$ cat src/rtl/rdft_pkg.sv
// Shared definitions for the rdft/irdft datapath: Q1.14 twiddle ROM for an
// 8-point transform and the irdft FSM state type.
package rdft_pkg;

   localparam int unsigned TW_W    = 16;
   localparam int unsigned TW_FRAC = 14;

   // W(m) = cos(2*pi*m/8) + j*sin(2*pi*m/8), Q1.14
   localparam logic signed [TW_W-1:0] TW_COS [0:7] = '{
      16'sd16384, 16'sd11585, 16'sd0, -16'sd11585,
     -16'sd16384, -16'sd11585, 16'sd0, 16'sd11585
   };
   localparam logic signed [TW_W-1:0] TW_SIN [0:7] = '{
      16'sd0, 16'sd11585, 16'sd16384, 16'sd11585,
      16'sd0, -16'sd11585, -16'sd16384, -16'sd11585
   };

   typedef enum logic [1:0] {
      ST_LOAD = 2'd0,
      ST_CALC = 2'd1,
      ST_EMIT = 2'd2
   } irdft_state_t;

endpackage

$ cat src/rtl/cmul.sv
// Combinational complex multiply: (a_re + j a_im) * (w_re + j w_im).
// Ports: i_a_re/i_a_im data sample, i_w_re/i_w_im Q1.14 twiddle,
//        o_p_re/o_p_im full-precision product.
module cmul
   import rdft_pkg::*;
#(
   parameter int unsigned DW = 16,
   parameter int unsigned PW = DW + TW_W + 2
) (
   input  logic signed [DW-1:0]   i_a_re,
   input  logic signed [DW-1:0]   i_a_im,
   input  logic signed [TW_W-1:0] i_w_re,
   input  logic signed [TW_W-1:0] i_w_im,
   output logic signed [PW-1:0]   o_p_re,
   output logic signed [PW-1:0]   o_p_im
);

   logic signed [PW-1:0] w_ac;
   logic signed [PW-1:0] w_bd;
   logic signed [PW-1:0] w_ad;
   logic signed [PW-1:0] w_bc;

   assign w_ac = PW'(i_a_re) * PW'(i_w_re);
   assign w_bd = PW'(i_a_im) * PW'(i_w_im);
   assign w_ad = PW'(i_a_re) * PW'(i_w_im);
   assign w_bc = PW'(i_a_im) * PW'(i_w_re);

   assign o_p_re = w_ac - w_bd;
   assign o_p_im = w_ad + w_bc;

endmodule

$ cat src/rtl/irdft.sv
// Inverse DFT engine: loads N complex frequency samples, then computes each
// time sample with N sequential complex MACs plus one emit cycle, scaled 1/N.
// Ports: clk, rst_n (async, active low); in/j_in + in_valid sample input,
//        in_ready high while loading; out/j_out + out_valid result pulse,
//        frame_done pulses with the last sample of a frame.
module irdft
   import rdft_pkg::*;
#(
   parameter int unsigned BITS = 15,
   parameter int unsigned N    = 8
) (
   input  logic                clk,
   input  logic                rst_n,
   input  logic signed [BITS:0] in,
   input  logic signed [BITS:0] j_in,
   input  logic                in_valid,
   output logic                in_ready,
   output logic signed [BITS:0] out,
   output logic signed [BITS:0] j_out,
   output logic                out_valid,
   output logic                frame_done
);

   localparam int unsigned DW    = BITS + 1;
   localparam int unsigned LOGN  = $clog2(N);
   localparam int unsigned PW    = DW + TW_W + 2;
   localparam int unsigned ACC_W = PW + LOGN;
   localparam int unsigned SHIFT = TW_FRAC + LOGN;

   localparam logic [LOGN-1:0]         K_LAST  = LOGN'(N - 1);
   localparam logic signed [ACC_W-1:0] RND     = ACC_W'(64'sd1 <<< (SHIFT - 1));
   localparam logic signed [ACC_W-1:0] SAT_MAX = ACC_W'((64'sd1 <<< BITS) - 64'sd1);
   localparam logic signed [ACC_W-1:0] SAT_MIN = ~SAT_MAX;

   // Round half up, drop the Q1.14 and 1/N scaling, clamp to the sample range.
   function automatic logic signed [DW-1:0] round_sat(input logic signed [ACC_W-1:0] acc);
      logic signed [ACC_W-1:0] v;
      v = (acc + RND) >>> SHIFT;
      if (v > SAT_MAX)      v = SAT_MAX;
      else if (v < SAT_MIN) v = SAT_MIN;
      return DW'(v);
   endfunction

   irdft_state_t            r_state;
   logic [LOGN-1:0]         r_k;
   logic [LOGN-1:0]         r_n;
   logic signed [ACC_W-1:0] r_acc_re;
   logic signed [ACC_W-1:0] r_acc_im;
   logic signed [DW-1:0]    r_out;
   logic signed [DW-1:0]    r_j_out;
   logic                    r_out_valid;
   logic                    r_frame_done;
   logic                    r_in_ready;
   logic signed [DW-1:0]    r_buf_re [0:N-1];
   logic signed [DW-1:0]    r_buf_im [0:N-1];

   irdft_state_t            w_state_nx;
   logic [LOGN-1:0]         w_k_nx;
   logic [LOGN-1:0]         w_n_nx;
   logic signed [ACC_W-1:0] w_acc_re_nx;
   logic signed [ACC_W-1:0] w_acc_im_nx;
   logic signed [DW-1:0]    w_out_nx;
   logic signed [DW-1:0]    w_j_out_nx;
   logic                    w_out_valid_nx;
   logic                    w_frame_done_nx;
   logic                    w_buf_we;

   logic [LOGN-1:0]         w_tw_idx;
   logic signed [TW_W-1:0]  w_tw_re;
   logic signed [TW_W-1:0]  w_tw_im;
   logic signed [DW-1:0]    w_x_re;
   logic signed [DW-1:0]    w_x_im;
   logic signed [PW-1:0]    w_p_re;
   logic signed [PW-1:0]    w_p_im;
   logic signed [ACC_W-1:0] w_sum_re;
   logic signed [ACC_W-1:0] w_sum_im;

   // Twiddle index n*k mod N: the low bits of the product wrap naturally.
   assign w_tw_idx = LOGN'(r_n * r_k);
   assign w_tw_re  = TW_COS[w_tw_idx];
   assign w_tw_im  = TW_SIN[w_tw_idx];
   assign w_x_re   = r_buf_re[r_k];
   assign w_x_im   = r_buf_im[r_k];

   cmul #(
      .DW (DW),
      .PW (PW)
   ) u_cmul (
      .i_a_re (w_x_re),
      .i_a_im (w_x_im),
      .i_w_re (w_tw_re),
      .i_w_im (w_tw_im),
      .o_p_re (w_p_re),
      .o_p_im (w_p_im)
   );

   assign w_sum_re = r_acc_re + ACC_W'(w_p_re);
   assign w_sum_im = r_acc_im + ACC_W'(w_p_im);

   // Next-state, counters, accumulator and output staging.
   always_comb begin
      w_state_nx      = r_state;
      w_k_nx          = r_k;
      w_n_nx          = r_n;
      w_acc_re_nx     = r_acc_re;
      w_acc_im_nx     = r_acc_im;
      w_out_nx        = r_out;
      w_j_out_nx      = r_j_out;
      w_out_valid_nx  = 1'b0;
      w_frame_done_nx = 1'b0;
      w_buf_we        = 1'b0;

      unique case (r_state)
         ST_LOAD: begin
            if (in_valid && r_in_ready) begin
               w_buf_we = 1'b1;
               w_k_nx   = r_k + LOGN'(1);
               if (r_k == K_LAST) begin
                  w_state_nx  = ST_CALC;
                  w_k_nx      = '0;
                  w_n_nx      = '0;
                  w_acc_re_nx = '0;
                  w_acc_im_nx = '0;
               end
            end
         end
         ST_CALC: begin
            w_acc_re_nx = w_sum_re;
            w_acc_im_nx = w_sum_im;
            w_k_nx      = r_k + LOGN'(1);
            // Result is registered on the last MAC so it is visible during EMIT.
            if (r_k == K_LAST) begin
               w_state_nx      = ST_EMIT;
               w_out_nx        = round_sat(w_sum_re);
               w_j_out_nx      = round_sat(w_sum_im);
               w_out_valid_nx  = 1'b1;
               w_frame_done_nx = (r_n == K_LAST);
            end
         end
         ST_EMIT: begin
            w_k_nx = '0;
            if (r_n != K_LAST) begin
               w_state_nx  = ST_CALC;
               w_n_nx      = r_n + LOGN'(1);
               w_acc_re_nx = '0;
               w_acc_im_nx = '0;
            end else begin
               w_state_nx = ST_LOAD;
               w_n_nx     = '0;
            end
         end
         default: begin
            w_state_nx = ST_LOAD;
            w_k_nx     = '0;
            w_n_nx     = '0;
         end
      endcase
   end

   // State and control registers.
   always_ff @(posedge clk or negedge rst_n) begin
      if (!rst_n) begin
         r_state      <= ST_LOAD;
         r_k          <= '0;
         r_n          <= '0;
         r_acc_re     <= '0;
         r_acc_im     <= '0;
         r_out        <= '0;
         r_j_out      <= '0;
         r_out_valid  <= 1'b0;
         r_frame_done <= 1'b0;
         r_in_ready   <= 1'b1;
      end else begin
         r_state      <= w_state_nx;
         r_k          <= w_k_nx;
         r_n          <= w_n_nx;
         r_acc_re     <= w_acc_re_nx;
         r_acc_im     <= w_acc_im_nx;
         r_out        <= w_out_nx;
         r_j_out      <= w_j_out_nx;
         r_out_valid  <= w_out_valid_nx;
         r_frame_done <= w_frame_done_nx;
         r_in_ready   <= (w_state_nx == ST_LOAD);
      end
   end

   // Sample buffer: overwritten on every load, never cleared.
   always_ff @(posedge clk) begin
      if (w_buf_we) begin
         r_buf_re[r_k] <= in;
         r_buf_im[r_k] <= j_in;
      end
   end

   assign in_ready   = r_in_ready;
   assign out        = r_out;
   assign j_out      = r_j_out;
   assign out_valid  = r_out_valid;
   assign frame_done = r_frame_done;

endmodule

$ cat config.mk
export PLATFORM = sky130hd
export DESIGN_NAME = irdft
export DESIGN_NICKNAME = d
export VERILOG_FILES = /design/src/rtl/rdft_pkg.sv /design/src/rtl/cmul.sv /design/src/rtl/irdft.sv
export SDC_FILE = /design/constraint.sdc
export NUM_CORES = 2
export LEC_CHECK = 0
export CAP_MARGIN = 20
export CORE_MARGIN = 2
export CORE_UTILIZATION = 35
export DETAILED_ROUTE_END_ITERATION = 8
export SLEW_MARGIN = 15
export SYNTH_ARGS = -nofsm -noshare
export SYNTH_HDL_FRONTEND = slang
export SYNTH_SLANG_ARGS = --single-unit
$ cat constraint.sdc
create_clock -name clk -period 18.9 [get_ports clk]
set_clock_uncertainty 0.15 [all_clocks]
set_input_delay 4.725 -clock clk [delete_from_list [all_inputs] [get_ports clk]]
set_output_delay 4.725 -clock clk [all_outputs]
set_load 0.02 [all_outputs]
==> impl_results.md <==
* Total GRT Usage at 0.193
* Antenna Nets Post-Route at 0
* Drt pass-1 iters at 6
* Antenna cells at 0
* Met3 global-route usage at 0.0376
* Initial Util at 0.353
* Hold-fix buffers at CTS at 0
* Critical path class: reg2reg
* EDFF count, synth at 256
* Fmax at 69.4 MHz
* Final core utilization at 0.386
* Vias per inst at a little under 5
* Tcrit/Tclk final at 0.763
* Tot Pwr at 1.73 mW
* Asr flop ratio synth at 0.314
* CP startpoint kind: register
* Post-CTS setup buffer count at 0
* Busiest metal layer after global routing: met2
* Clk buf depth at 3
* Clk_lat worst skew at 670 ps
* Depth of the worst hold-timing path at 2
* Detailed placement HPWL at around 120 mm
* Final Wtd Congestion at 0.934
* Max_slew headroom at 0.164
* CP endpoint kind: register
* Worst reg-to-reg path cell count at 49
* Wire per inst at 20.5 um
* Multi-input gate area at around 37,000 um^2
* Clock Sinks at 373
* Most frequent cell after synthesis: inv_1
* Die ar. at 155,000 um^2
* Ys flop type: edfxtp_1
* # port buffers at 69
* Fillers at 14,991
* Ranking of synthesized cells by area: fa_1 (40%), edfxtp_1 (14%), ha_1 (10%)
* DRC at 0
* Hold path endpoint: r_acc_re[24]
* RSZ-0062 raised after global routing: no
* DR vias at 35,386
* Max-cap violations at 0
* Register area share after synthesis at 0.200
* Leakage at 28.2 nW
* Synthesized cell area at 53,100 um^2
* CTS tree: yes
* Warnings, synthesis at 0
* Nets at 6,652
* Detailed-route wire length at 147 mm
* Worst EP required at ~19,000 ps
* Fin. max-slew vios at 0
* PwrDens at 29.8 nW/um^2
* Worst path max stage delay at 810 ps
* Initial antenna violation count at 7
* Slew @ Worst Pin at ~1200 ps
* CTS H-tree depth at 2
* Die outline width at 393 um
* Leading area contributor after synthesis: fa_1
* M2 GR Usage at 0.306
* Crit-path max FO at 22
* Largest net degree at the start of global routing at 61
* Crit-path slowest cell: dfrtp_1
* Syn Area/Cell at 10.5 um^2
* Number of synthesized register bits at 373
* Area share of the largest cell type after synthesis at 0.402
* Hold/Removal Path Class: reg2reg
* First-pass GRT wire length at 229 mm
* Status: finished clean
* Post-layout minimum cycle time at ~14,000 ps
* Overflow after GRT at 0
* Layout cells sized above 1 at 0.0432
* R2R Path Start: r_k[2]
* RR Endpoint: j_out[3]
* Commonest cells post-synth: inv_1 (1,356), fa_1 (1,067), ha_1 (427), nand2_1 (325), nor2_1 (261)
* Die Y at 393 um
* Synth cell types at 98
* R2r setup slk at about 4500 ps
* I/O pin count at 70
* Num rows at 142
* Quantity of gates resized following cts at 0
* Reg clk slew, reported paths at 70 ps
* Final hold violations at 0
* Num CTS Buffers at 43
* Initial drt markers at 2,898
* Area Overhead vs Synth at 9.17%
* Vias in the first global route at ~38,000
* Final TNS setup at 0 ps
* VDD IR max at 91.1 uV
* Hold_sp: r_acc_re[24]
* Met1 usage at 0.271
* Synthesized Nets at 6,566
* Post-Syn Instances at around 5,000
* WP data arrival at ~15,000 ps
* Core area at 150,000 um^2
* CTS root buffer: clkbuf_16
* Seq. cell area at 10,600 um^2
* # setup viols final at 0
per-stage QoR:
stage	hold WS, ps	setup WS [ps]	instance area, um^2	std cells
finish	341	4480	58000	7173
floorplan	303	6190	53100	5037
CTS	342	4680	58000	7172
global placement	318	5000	56600	7093
detailed placement	328	4790	56600	7093
global route	367	3650	58000	7173
cell families after synthesis:
family / synth area share
buffers and inverters: 0.103
XOR/XNOR: 0.0333
AND/OR/NAND/NOR: 0.0799
AO/OA/AOI/OAI: 0.0757
multiplexers: 0.00464
adder cells (fa/ha/maj): 0.503
flip-flops: 0.200
report_power, final:
group	switching [mW]	total (mW)	internal [mW]
clock	0.379	0.831	0.452
combinational	0.0139	0.0203	0.00639
sequential	0	0.875	0.875
per-layer routing:
layer  part of all wire  vias up
met1               0.44    18221
met5            0.00059        -
met4              0.028       12
li1                   -    15886
met3              0.068      184
met2               0.46     1083
layout by cell type, fill, tap and decap left out, types with 14 or more instances in the layout:
| master | netlist | final |
|---|---|---|
| buf_4 | 2 | 72 |
| o21bai_1 | 14 | 14 |
| o21ai_0 | 99 | 98 |
| nand3_1 | 32 | 32 |
| nor4_1 | 35 | 32 |
| o22ai_1 | 123 | 123 |
| and2_1 | 21 | 21 |
| nand2b_1 | 43 | 43 |
| xor2_1 | 68 | 67 |
| clkdlybuf4s50_1 | 0 | 68 |
| a211oi_1 | 14 | 14 |
| a22o_1 | 32 | 32 |
| nand2_1 | 325 | 324 |
| nor2_1 | 261 | 252 |
| nor2b_1 | 19 | 17 |
| and3_1 | 28 | 28 |
| nor3_1 | 24 | 24 |
| a21oi_1 | 121 | 120 |
| edfxtp_1 | 256 | 256 |
| fa_1 | 1067 | 1067 |
| dfrtp_1 | 116 | 116 |
| inv_1 | 1356 | 1356 |
| ha_1 | 427 | 427 |
| o21a_1 | 17 | 17 |
| xnor2_1 | 129 | 128 |
| clkbuf_16 | 0 | 43 |
| or4_1 | 30 | 30 |
| a21o_1 | 48 | 48 |
final cells by class:
class	count	area share
clock buffer	58	0.0199
clock inverter	21	0.00376
inverter	1358	0.0879
multi-input combinational	3206	0.640
sequential	373	0.183
tap	2016	0.0435
timing repair buffer	141	0.0213
registers in the layout, indices dropped and copies added (netlist names), 2 cells and up:
register  count
r_acc_im     37
r_buf_re    128
out          16
r_state       2
r_acc_re     37
r_k           3
r_n           3
j_out        16
r_buf_im    128
critical path: cells and delay by family, from the launching register on:
family / cells / cell delay (ps)
xor gates and xnor gates: 2 / 280
buffers and inverters: 10 / 1460
AOI/OAI and AO/OA: 18 / 4200
adders and majority gates: 10 / 4700
DFF: 1 / 810
and+or+nand+nor: 9 / 2540
how the worst max path moves through the flow:
stage            from         to  slack (ps)  cells past startpoint
5_1_grt        r_k[2]   j_out[3]        3650                     49
4_1_cts        r_k[2]   j_out[3]        4680                     49
3_5_place_dp   r_k[2]   j_out[3]        4790                     49
2_1_floorplan  r_k[0]  j_out[14]        6190                     51
6_report       r_k[2]   j_out[3]        4480                     49
3_3_place_gp   r_k[2]   j_out[2]        5000                     49
(Power assumes the default switching activity.)
